$ cat src/rtl/rtc_pkg.sv
// Shared definitions for the menu FSM <-> RTC bus controller pair: FSM states,
// bus phase lengths, init sequence values and RTC register map.
package rtc_pkg;

    typedef enum logic [3:0] {
        ST_INIT = 4'd0,
        ST_IDLE = 4'd1,
        ST_ASU  = 4'd2,
        ST_APW  = 4'd3,
        ST_AH   = 4'd4,
        ST_DSU  = 4'd5,
        ST_DPW  = 4'd6,
        ST_DH   = 4'd7,
        ST_DONE = 4'd8
    } rtc_state_e;

    localparam int T_SU_DEF  = 2;
    localparam int T_PW_DEF  = 4;
    localparam int T_H_DEF   = 2;
    localparam int T_REC_DEF = 1;

    localparam logic [7:0] INIT_ADR = 8'h02;
    localparam logic [7:0] INIT_D0  = 8'h10;
    localparam logic [7:0] INIT_D1  = 8'h00;

    // RTC register map shared with the menu FSM
    localparam logic [7:0] RTC_SEG      = 8'h21;
    localparam logic [7:0] RTC_MIN      = 8'h22;
    localparam logic [7:0] RTC_HORA     = 8'h23;
    localparam logic [7:0] RTC_DIA      = 8'h24;
    localparam logic [7:0] RTC_MES      = 8'h25;
    localparam logic [7:0] RTC_ANIO     = 8'h26;
    localparam logic [7:0] RTC_DSEM     = 8'h27;
    localparam logic [7:0] RTC_TMR_SEG  = 8'h41;
    localparam logic [7:0] RTC_TMR_MIN  = 8'h42;
    localparam logic [7:0] RTC_TMR_HORA = 8'h43;
    localparam logic [7:0] RTC_TMR_CTRL = 8'h44;
    localparam logic [7:0] RTC_CMD_F0   = 8'hF0;
    localparam logic [7:0] RTC_CMD_F1   = 8'hF1;

    function automatic logic [4:0] phase_load(input int t);
        return 5'(t - 1);
    endfunction

endpackage

$ cat src/rtl/rtc_bus_ctrl_chk.sv
// Protocol checker for the RTC bus controller outputs; simulation only,
// contributes no logic.
module rtc_bus_ctrl_chk (
    input logic CLK,
    input logic RST,
    input logic FRW,
    input logic Busy,
    input logic CS_n,
    input logic RD_n,
    input logic WR_n,
    input logic AD_oe
);

    a_no_strobe_overlap: assert property (@(posedge CLK) disable iff (RST) !(!RD_n && !WR_n));
    a_frw_one_cycle:     assert property (@(posedge CLK) disable iff (RST) FRW |=> !FRW);
    a_idle_cs_high:      assert property (@(posedge CLK) disable iff (RST) !Busy |-> CS_n);
    a_no_drive_on_read:  assert property (@(posedge CLK) disable iff (RST) !(AD_oe && !RD_n));

endmodule

$ cat src/rtl/rtc_bus_ctrl.sv
// Responder side of the menu <-> RTC handshake: runs one multiplexed
// address/data bus cycle per accepted request, after a two-write init sequence.
module rtc_bus_ctrl
    import rtc_pkg::*;
#(
    parameter int T_SU  = T_SU_DEF,
    parameter int T_PW  = T_PW_DEF,
    parameter int T_H   = T_H_DEF,
    parameter int T_REC = T_REC_DEF
) (
    input  logic       CLK,
    input  logic       RST,
    input  logic       Acceso,
    input  logic       Mod,
    input  logic [7:0] Dir,
    input  logic [7:0] Dato_W,
    output logic [7:0] Dato_R,
    output logic       FRW,
    output logic       Busy,
    output logic       CS_n,
    output logic       RD_n,
    output logic       WR_n,
    output logic       A_D,
    output logic [7:0] AD_out,
    output logic       AD_oe,
    input  logic [7:0] AD_in
);

    rtc_state_e state_r, state_s;
    logic [4:0] timer_r, timer_s, tdec_s;
    logic       tzero_s;
    logic [7:0] adr_r, adr_s, data_r, data_s, rdata_r, rdata_s;
    logic       wr_r, wr_s, init_idx_r, idx_s, init_fin_r, fin_s;
    logic       cs_n_r, cs_n_s, rd_n_r, rd_n_s, wr_n_r, wr_n_s;
    logic       a_d_r, a_d_s, ad_oe_r, ad_oe_s, frw_r, frw_s, busy_r, busy_s;
    logic [7:0] ad_out_r, ad_out_s;

    // Next-state, phase timer, transaction latching and read capture
    always_comb begin
        state_s = state_r;
        timer_s = timer_r;
        adr_s   = adr_r;
        data_s  = data_r;
        wr_s    = wr_r;
        idx_s   = init_idx_r;
        fin_s   = init_fin_r;
        rdata_s = rdata_r;
        tzero_s = (timer_r == 5'd0);
        tdec_s  = timer_r - 5'd1;
        case (state_r)
            ST_INIT: begin
                adr_s   = INIT_ADR;
                wr_s    = 1'b1;
                data_s  = init_idx_r ? INIT_D1 : INIT_D0;
                state_s = ST_ASU;
                timer_s = phase_load(T_SU);
            end
            ST_IDLE: begin
                if (!tzero_s) begin
                    timer_s = tdec_s;
                end else if (Acceso) begin
                    adr_s   = Dir;
                    wr_s    = Mod;
                    data_s  = Dato_W;
                    state_s = ST_ASU;
                    timer_s = phase_load(T_SU);
                end else begin
                    timer_s = 5'd0;
                end
            end
            ST_ASU: begin
                if (tzero_s) begin
                    state_s = ST_APW;
                    timer_s = phase_load(T_PW);
                end else begin
                    timer_s = tdec_s;
                end
            end
            ST_APW: begin
                if (tzero_s) begin
                    state_s = ST_AH;
                    timer_s = phase_load(T_H);
                end else begin
                    timer_s = tdec_s;
                end
            end
            ST_AH: begin
                if (tzero_s) begin
                    state_s = ST_DSU;
                    timer_s = phase_load(T_SU);
                end else begin
                    timer_s = tdec_s;
                end
            end
            ST_DSU: begin
                if (tzero_s) begin
                    state_s = ST_DPW;
                    timer_s = phase_load(T_PW);
                end else begin
                    timer_s = tdec_s;
                end
            end
            ST_DPW: begin
                if (tzero_s) begin
                    // Sample at the very end of the strobe, where the RTC output is settled
                    if (!wr_r) begin
                        rdata_s = AD_in;
                    end else begin
                        rdata_s = rdata_r;
                    end
                    state_s = ST_DH;
                    timer_s = phase_load(T_H);
                end else begin
                    timer_s = tdec_s;
                end
            end
            ST_DH: begin
                if (tzero_s) begin
                    state_s = ST_DONE;
                    timer_s = 5'd0;
                end else begin
                    timer_s = tdec_s;
                end
            end
            ST_DONE: begin
                state_s = ST_IDLE;
                timer_s = phase_load(T_REC);
                if (!init_fin_r && !init_idx_r) begin
                    idx_s   = 1'b1;
                    state_s = ST_INIT;
                    timer_s = 5'd0;
                end else begin
                    fin_s = 1'b1;
                end
            end
            default: begin
                state_s = ST_INIT;
                timer_s = 5'd0;
            end
        endcase
    end

    // Bus pin decode from the upcoming state so the pins register in step with it
    always_comb begin
        cs_n_s   = 1'b1;
        rd_n_s   = 1'b1;
        wr_n_s   = 1'b1;
        a_d_s    = 1'b0;
        ad_oe_s  = 1'b0;
        ad_out_s = 8'h00;
        frw_s    = 1'b0;
        busy_s   = 1'b1;
        case (state_s)
            ST_IDLE: busy_s = (timer_s != 5'd0);
            ST_ASU, ST_AH: begin
                cs_n_s   = 1'b0;
                ad_oe_s  = 1'b1;
                ad_out_s = adr_s;
            end
            ST_APW: begin
                cs_n_s   = 1'b0;
                wr_n_s   = 1'b0;
                ad_oe_s  = 1'b1;
                ad_out_s = adr_s;
            end
            ST_DSU, ST_DH: begin
                cs_n_s   = 1'b0;
                a_d_s    = 1'b1;
                ad_oe_s  = wr_s;
                ad_out_s = wr_s ? data_s : 8'h00;
            end
            ST_DPW: begin
                cs_n_s   = 1'b0;
                a_d_s    = 1'b1;
                wr_n_s   = ~wr_s;
                rd_n_s   = wr_s;
                ad_oe_s  = wr_s;
                ad_out_s = wr_s ? data_s : 8'h00;
            end
            ST_DONE: frw_s = 1'b1;
            default: busy_s = 1'b1;
        endcase
    end

    // State, timer, transaction and registered-output storage
    always_ff @(posedge CLK) begin
        if (RST) begin
            state_r    <= ST_INIT;
            timer_r    <= 5'd0;
            adr_r      <= 8'h00;
            data_r     <= 8'h00;
            wr_r       <= 1'b0;
            init_idx_r <= 1'b0;
            init_fin_r <= 1'b0;
            rdata_r    <= 8'h00;
            cs_n_r     <= 1'b1;
            rd_n_r     <= 1'b1;
            wr_n_r     <= 1'b1;
            a_d_r      <= 1'b0;
            ad_oe_r    <= 1'b0;
            ad_out_r   <= 8'h00;
            frw_r      <= 1'b0;
            busy_r     <= 1'b1;
        end else begin
            state_r    <= state_s;
            timer_r    <= timer_s;
            adr_r      <= adr_s;
            data_r     <= data_s;
            wr_r       <= wr_s;
            init_idx_r <= idx_s;
            init_fin_r <= fin_s;
            rdata_r    <= rdata_s;
            cs_n_r     <= cs_n_s;
            rd_n_r     <= rd_n_s;
            wr_n_r     <= wr_n_s;
            a_d_r      <= a_d_s;
            ad_oe_r    <= ad_oe_s;
            ad_out_r   <= ad_out_s;
            frw_r      <= frw_s;
            busy_r     <= busy_s;
        end
    end

    assign Dato_R = rdata_r;
    assign FRW    = frw_r;
    assign Busy   = busy_r;
    assign CS_n   = cs_n_r;
    assign RD_n   = rd_n_r;
    assign WR_n   = wr_n_r;
    assign A_D    = a_d_r;
    assign AD_out = ad_out_r;
    assign AD_oe  = ad_oe_r;

    rtc_bus_ctrl_chk u_chk (
        .CLK   (CLK),
        .RST   (RST),
        .FRW   (FRW),
        .Busy  (Busy),
        .CS_n  (CS_n),
        .RD_n  (RD_n),
        .WR_n  (WR_n),
        .AD_oe (AD_oe)
    );

endmodule

$ cat config.mk
export PLATFORM = sky130hd
export DESIGN_NAME = rtc_bus_ctrl
export DESIGN_NICKNAME = d
export VERILOG_FILES = /design/src/rtl/rtc_pkg.sv /design/src/rtl/rtc_bus_ctrl_chk.sv /design/src/rtl/rtc_bus_ctrl.sv
export SDC_FILE = /design/constraint.sdc
export NUM_CORES = 1
export LEC_CHECK = 0
export ABC_AREA = 1
export BUFFER_PORTS_ARGS = -buffer_cell sky130_fd_sc_hd__buf_2
export CORE_MARGIN = 2
export CORE_UTILIZATION = 53
export DETAILED_ROUTE_END_ITERATION = 8
export GPL_ROUTABILITY_DRIVEN = 0
export PLACE_DENSITY = 0.78
export SKIP_CTS_REPAIR_TIMING = 1
export SYNTH_ARGS = -nofsm -noshare
export SYNTH_HDL_FRONTEND = slang
export SYNTH_HIERARCHICAL = 1
export SYNTH_SLANG_ARGS = --single-unit
$ cat constraint.sdc
create_clock -name CLK -period 2.1 [get_ports CLK]
set_input_delay 0.315 -clock CLK [delete_from_list [all_inputs] [get_ports CLK]]
set_output_delay 0.315 -clock CLK [all_outputs]
set_load 0.01 [all_outputs]
==> out/results.tsv <==
metric	value	unit
yosysUniqueCellTypes	34	
worstPathRequired	2340	ps
antenna_cells	0	
ys_seq_area_share	44.9	%
n_fill_cell	352	
synth_warnings	6	
seq_power_share	34.1	%
fmax	519	MHz
tritoncts	built	
post-route-min-period	1930	ps
synthCells	296	
pwr-share-clk	18.9	%
cts.htree.levels	2	
finalClockSkew	5.58	ps
critPathLaunchType	flop	
die_w	69.5	um
cts_num_sinks	51	
post-route-period-util	91.8	%
p_comb_share	47.0	%
wl_per_cell	13.3	um
seqCellArea	1020	sq um
numPortBuffers	50	
tns	0	ps
cts.path.max_buffers	2	
status	completed	
arrival	2160	ps
end_kind	flop	
layoutNonFillerInstCount	398	
syn_area	2280	sq um
synth_ff_type	dfxtp_1	
grt_pass1_wl	8790	um
finalMaxSlewViolations	0	
syn2layout_area_growth	18.5	%
first_pass_iters	5	
synthTopCellsByArea	dfxtp_1 (45%), nand2_1 (11%), a21oi_1 (6.4%)	
place_inst	390	
intPower	0.00197	W
power_switching	0.00153	W
num_io_pins	51	
total_leakage_power	1.26	nW
clk_pin_slew	90	ps
synth_edf_count	0	
grt-ovfl-total	0	
viasPerCell	5.10	
p_sw_share	43.7	%
rsz0062_at_grt	false	
row_count	23	
multi_input_area	1100	sq um
first_global_vias	1889	
drc_errors	0	
hpwl	3630	um
tightest_slew	317	ps
grtUsageTotal	22.4	%
hold_viol	0	
antenna_found_initial	0	
power_density	1300	nW/um^2
core_area	4060	sq um
path_class	reg -> reg	
async_flop_share	0	%
hold_class	in -> reg	
via_count	2028	
cts-root-buf	clkbuf_8	
cts-buffers-inserted	5	
yosys.area.top_type	dfxtp_1	
ant_nets	0	
peakVddDrop	0.626	mV
syn-num-nets	326	
drive_above_1_share	28.7	%
ys_ff_latch	51	
die_h	69.5	um
crit_fanout	17	
synth_top_area_share	44.9	%
avgSynthCellArea	7.69	sq um
layout.nets	378	
grt_max_degree	31	
wirelength	5280	um
max_slew_margin	78.8	%
maxCapViolCount	0	
setup_viol	0	
start_util	56.1	%
drt-initial-drc-count	135	
clk_latency	300	ps
die_area	4830	sq um
==> worst paths after layout <==
check | depth (start not counted) | slack [ps] | startpoint | to
min reg2reg | 2 | 480 | data_r[1]$_SDFF_PP0_ | data_r[1]$_SDFF_PP0_
min | 3 | 240 | AD_in[5] | Dato_R[5]$_SDFFE_PP0P_
max | 12 | 170 | timer_r[0]$_SDFF_PP0_ | AD_out[4]$_SDFF_PP0_
max reg2reg | 12 | 170 | timer_r[0]$_SDFF_PP0_ | AD_out[4]$_SDFF_PP0_
==> cells in the mapped netlist, drive strengths merged, types with 2 or more instances <==
cell,n
a21oi,30
a22o,7
buf,4
clkbuf,4
dfxtp,51
ha,2
inv,37
nand2,79
nand3,17
nand4,3
nor2,38
nor3,3
nor4,2
o21ai,13
==> area by class of cell <==
cell class,instances,share of cell area [%]
Clock buffer,6,2.69
Clock inverter,1,1.11
Inverter,38,5.38
Multi-Input combinational cell,200,40.8
Sequential cell,51,37.8
Tap cell,50,2.32
Timing Repair Buffer,52,9.83
==> metrics by stage <==
| stage | worst slack, ps | hold WS [ps] | cell area, sq um | util, % | power, W |
|---|---|---|---|---|---|
| after detailed placement | 154 | 463 | 2560 | 63.0 | 0.00275 |
| after CTS | 144 | 233 | 2660 | 65.6 | 0.00341 |
| after global routing | 12.0 | 243 | 2700 | 66.5 | 0.00374 |
| final | 173 | 242 | 2700 | 66.5 | 0.00350 |
| after global placement | 248 | 456 | 2560 | 63.0 | 0.00273 |
| after floorplan | 476 | 443 | 2280 | - | 0.00245 |
==> kinds of logic (layout without fill, tap and decap cells) <==
family          after synthesis  count (layout)  synth area share [%]
compound gates               53              53                  13.6
xor+xnor                      1               1                 0.385
fa+ha+maj                     2               2                  1.10
buf+inv                      46              97                  8.41
flops                        51              51                  44.9
simple gates                143             144                  31.7
==> worst max-delay path, stage by stage (launching register included) <==
cell	delay, ps
dfxtp_1	330
inv_1	110
ha_2	200
nand2_2	90
nor2_8	170
nand2_1	110
nand2_4	100
nand2_8	100
nand2_2	80
nand2_2	100
nor2_4	210
nand3_1	110
a21oi_1	150
==> placed cells by master (no fill, tap or decap), types with 2 or more instances in the layout <==
cell	instances
buf_4	2
nand3_1	14
a22o_1	7
a21oi_1	29
nand2_2	11
nand4_1	3
o21ai_0	11
inv_2	9
nand2_4	2
clkbuf_8	5
o21ai_4	2
dfxtp_1	51
inv_1	27
nor3_1	3
nor2_2	4
nand2_1	65
nor2_4	5
nand3_2	2
nor2_1	29
buf_2	50
==> power by group through the flow <==
| stage | Clock (W) | Sequential, W | Combinational, W |
|---|---|---|---|
| 3_5_place_dp | 0 | 0.00121 | 0.00154 |
| 4_1_cts | 0.000668 | 0.00119 | 0.00156 |
| 2_1_floorplan | 0 | 0.00122 | 0.00123 |
| 3_3_place_gp | 0 | 0.00121 | 0.00152 |
| 5_1_grt | 0.000711 | 0.00120 | 0.00182 |
| 6_report | 0.000662 | 0.00119 | 0.00164 |
==> per-layer routing <==
metal | up-vias | global-route usage [%] | share of wire [%]
li1 | 1048 | - | -
met1 | 908 | 31.1 | 48
met2 | 65 | 35.4 | 46
met3 | 7 | 5.09 | 5.3
met4 | 0 | 5.88 | 1.0
met5 | - | 0 | 0
==> state kept, by name, summed over array words and instances (netlist names), 4 cells and up <==
signal   count
adr_r        8
AD_out       8
data_r       8
Dato_R       8
state_r      4
timer_r      5
Power figures use the tool's default switching activity.
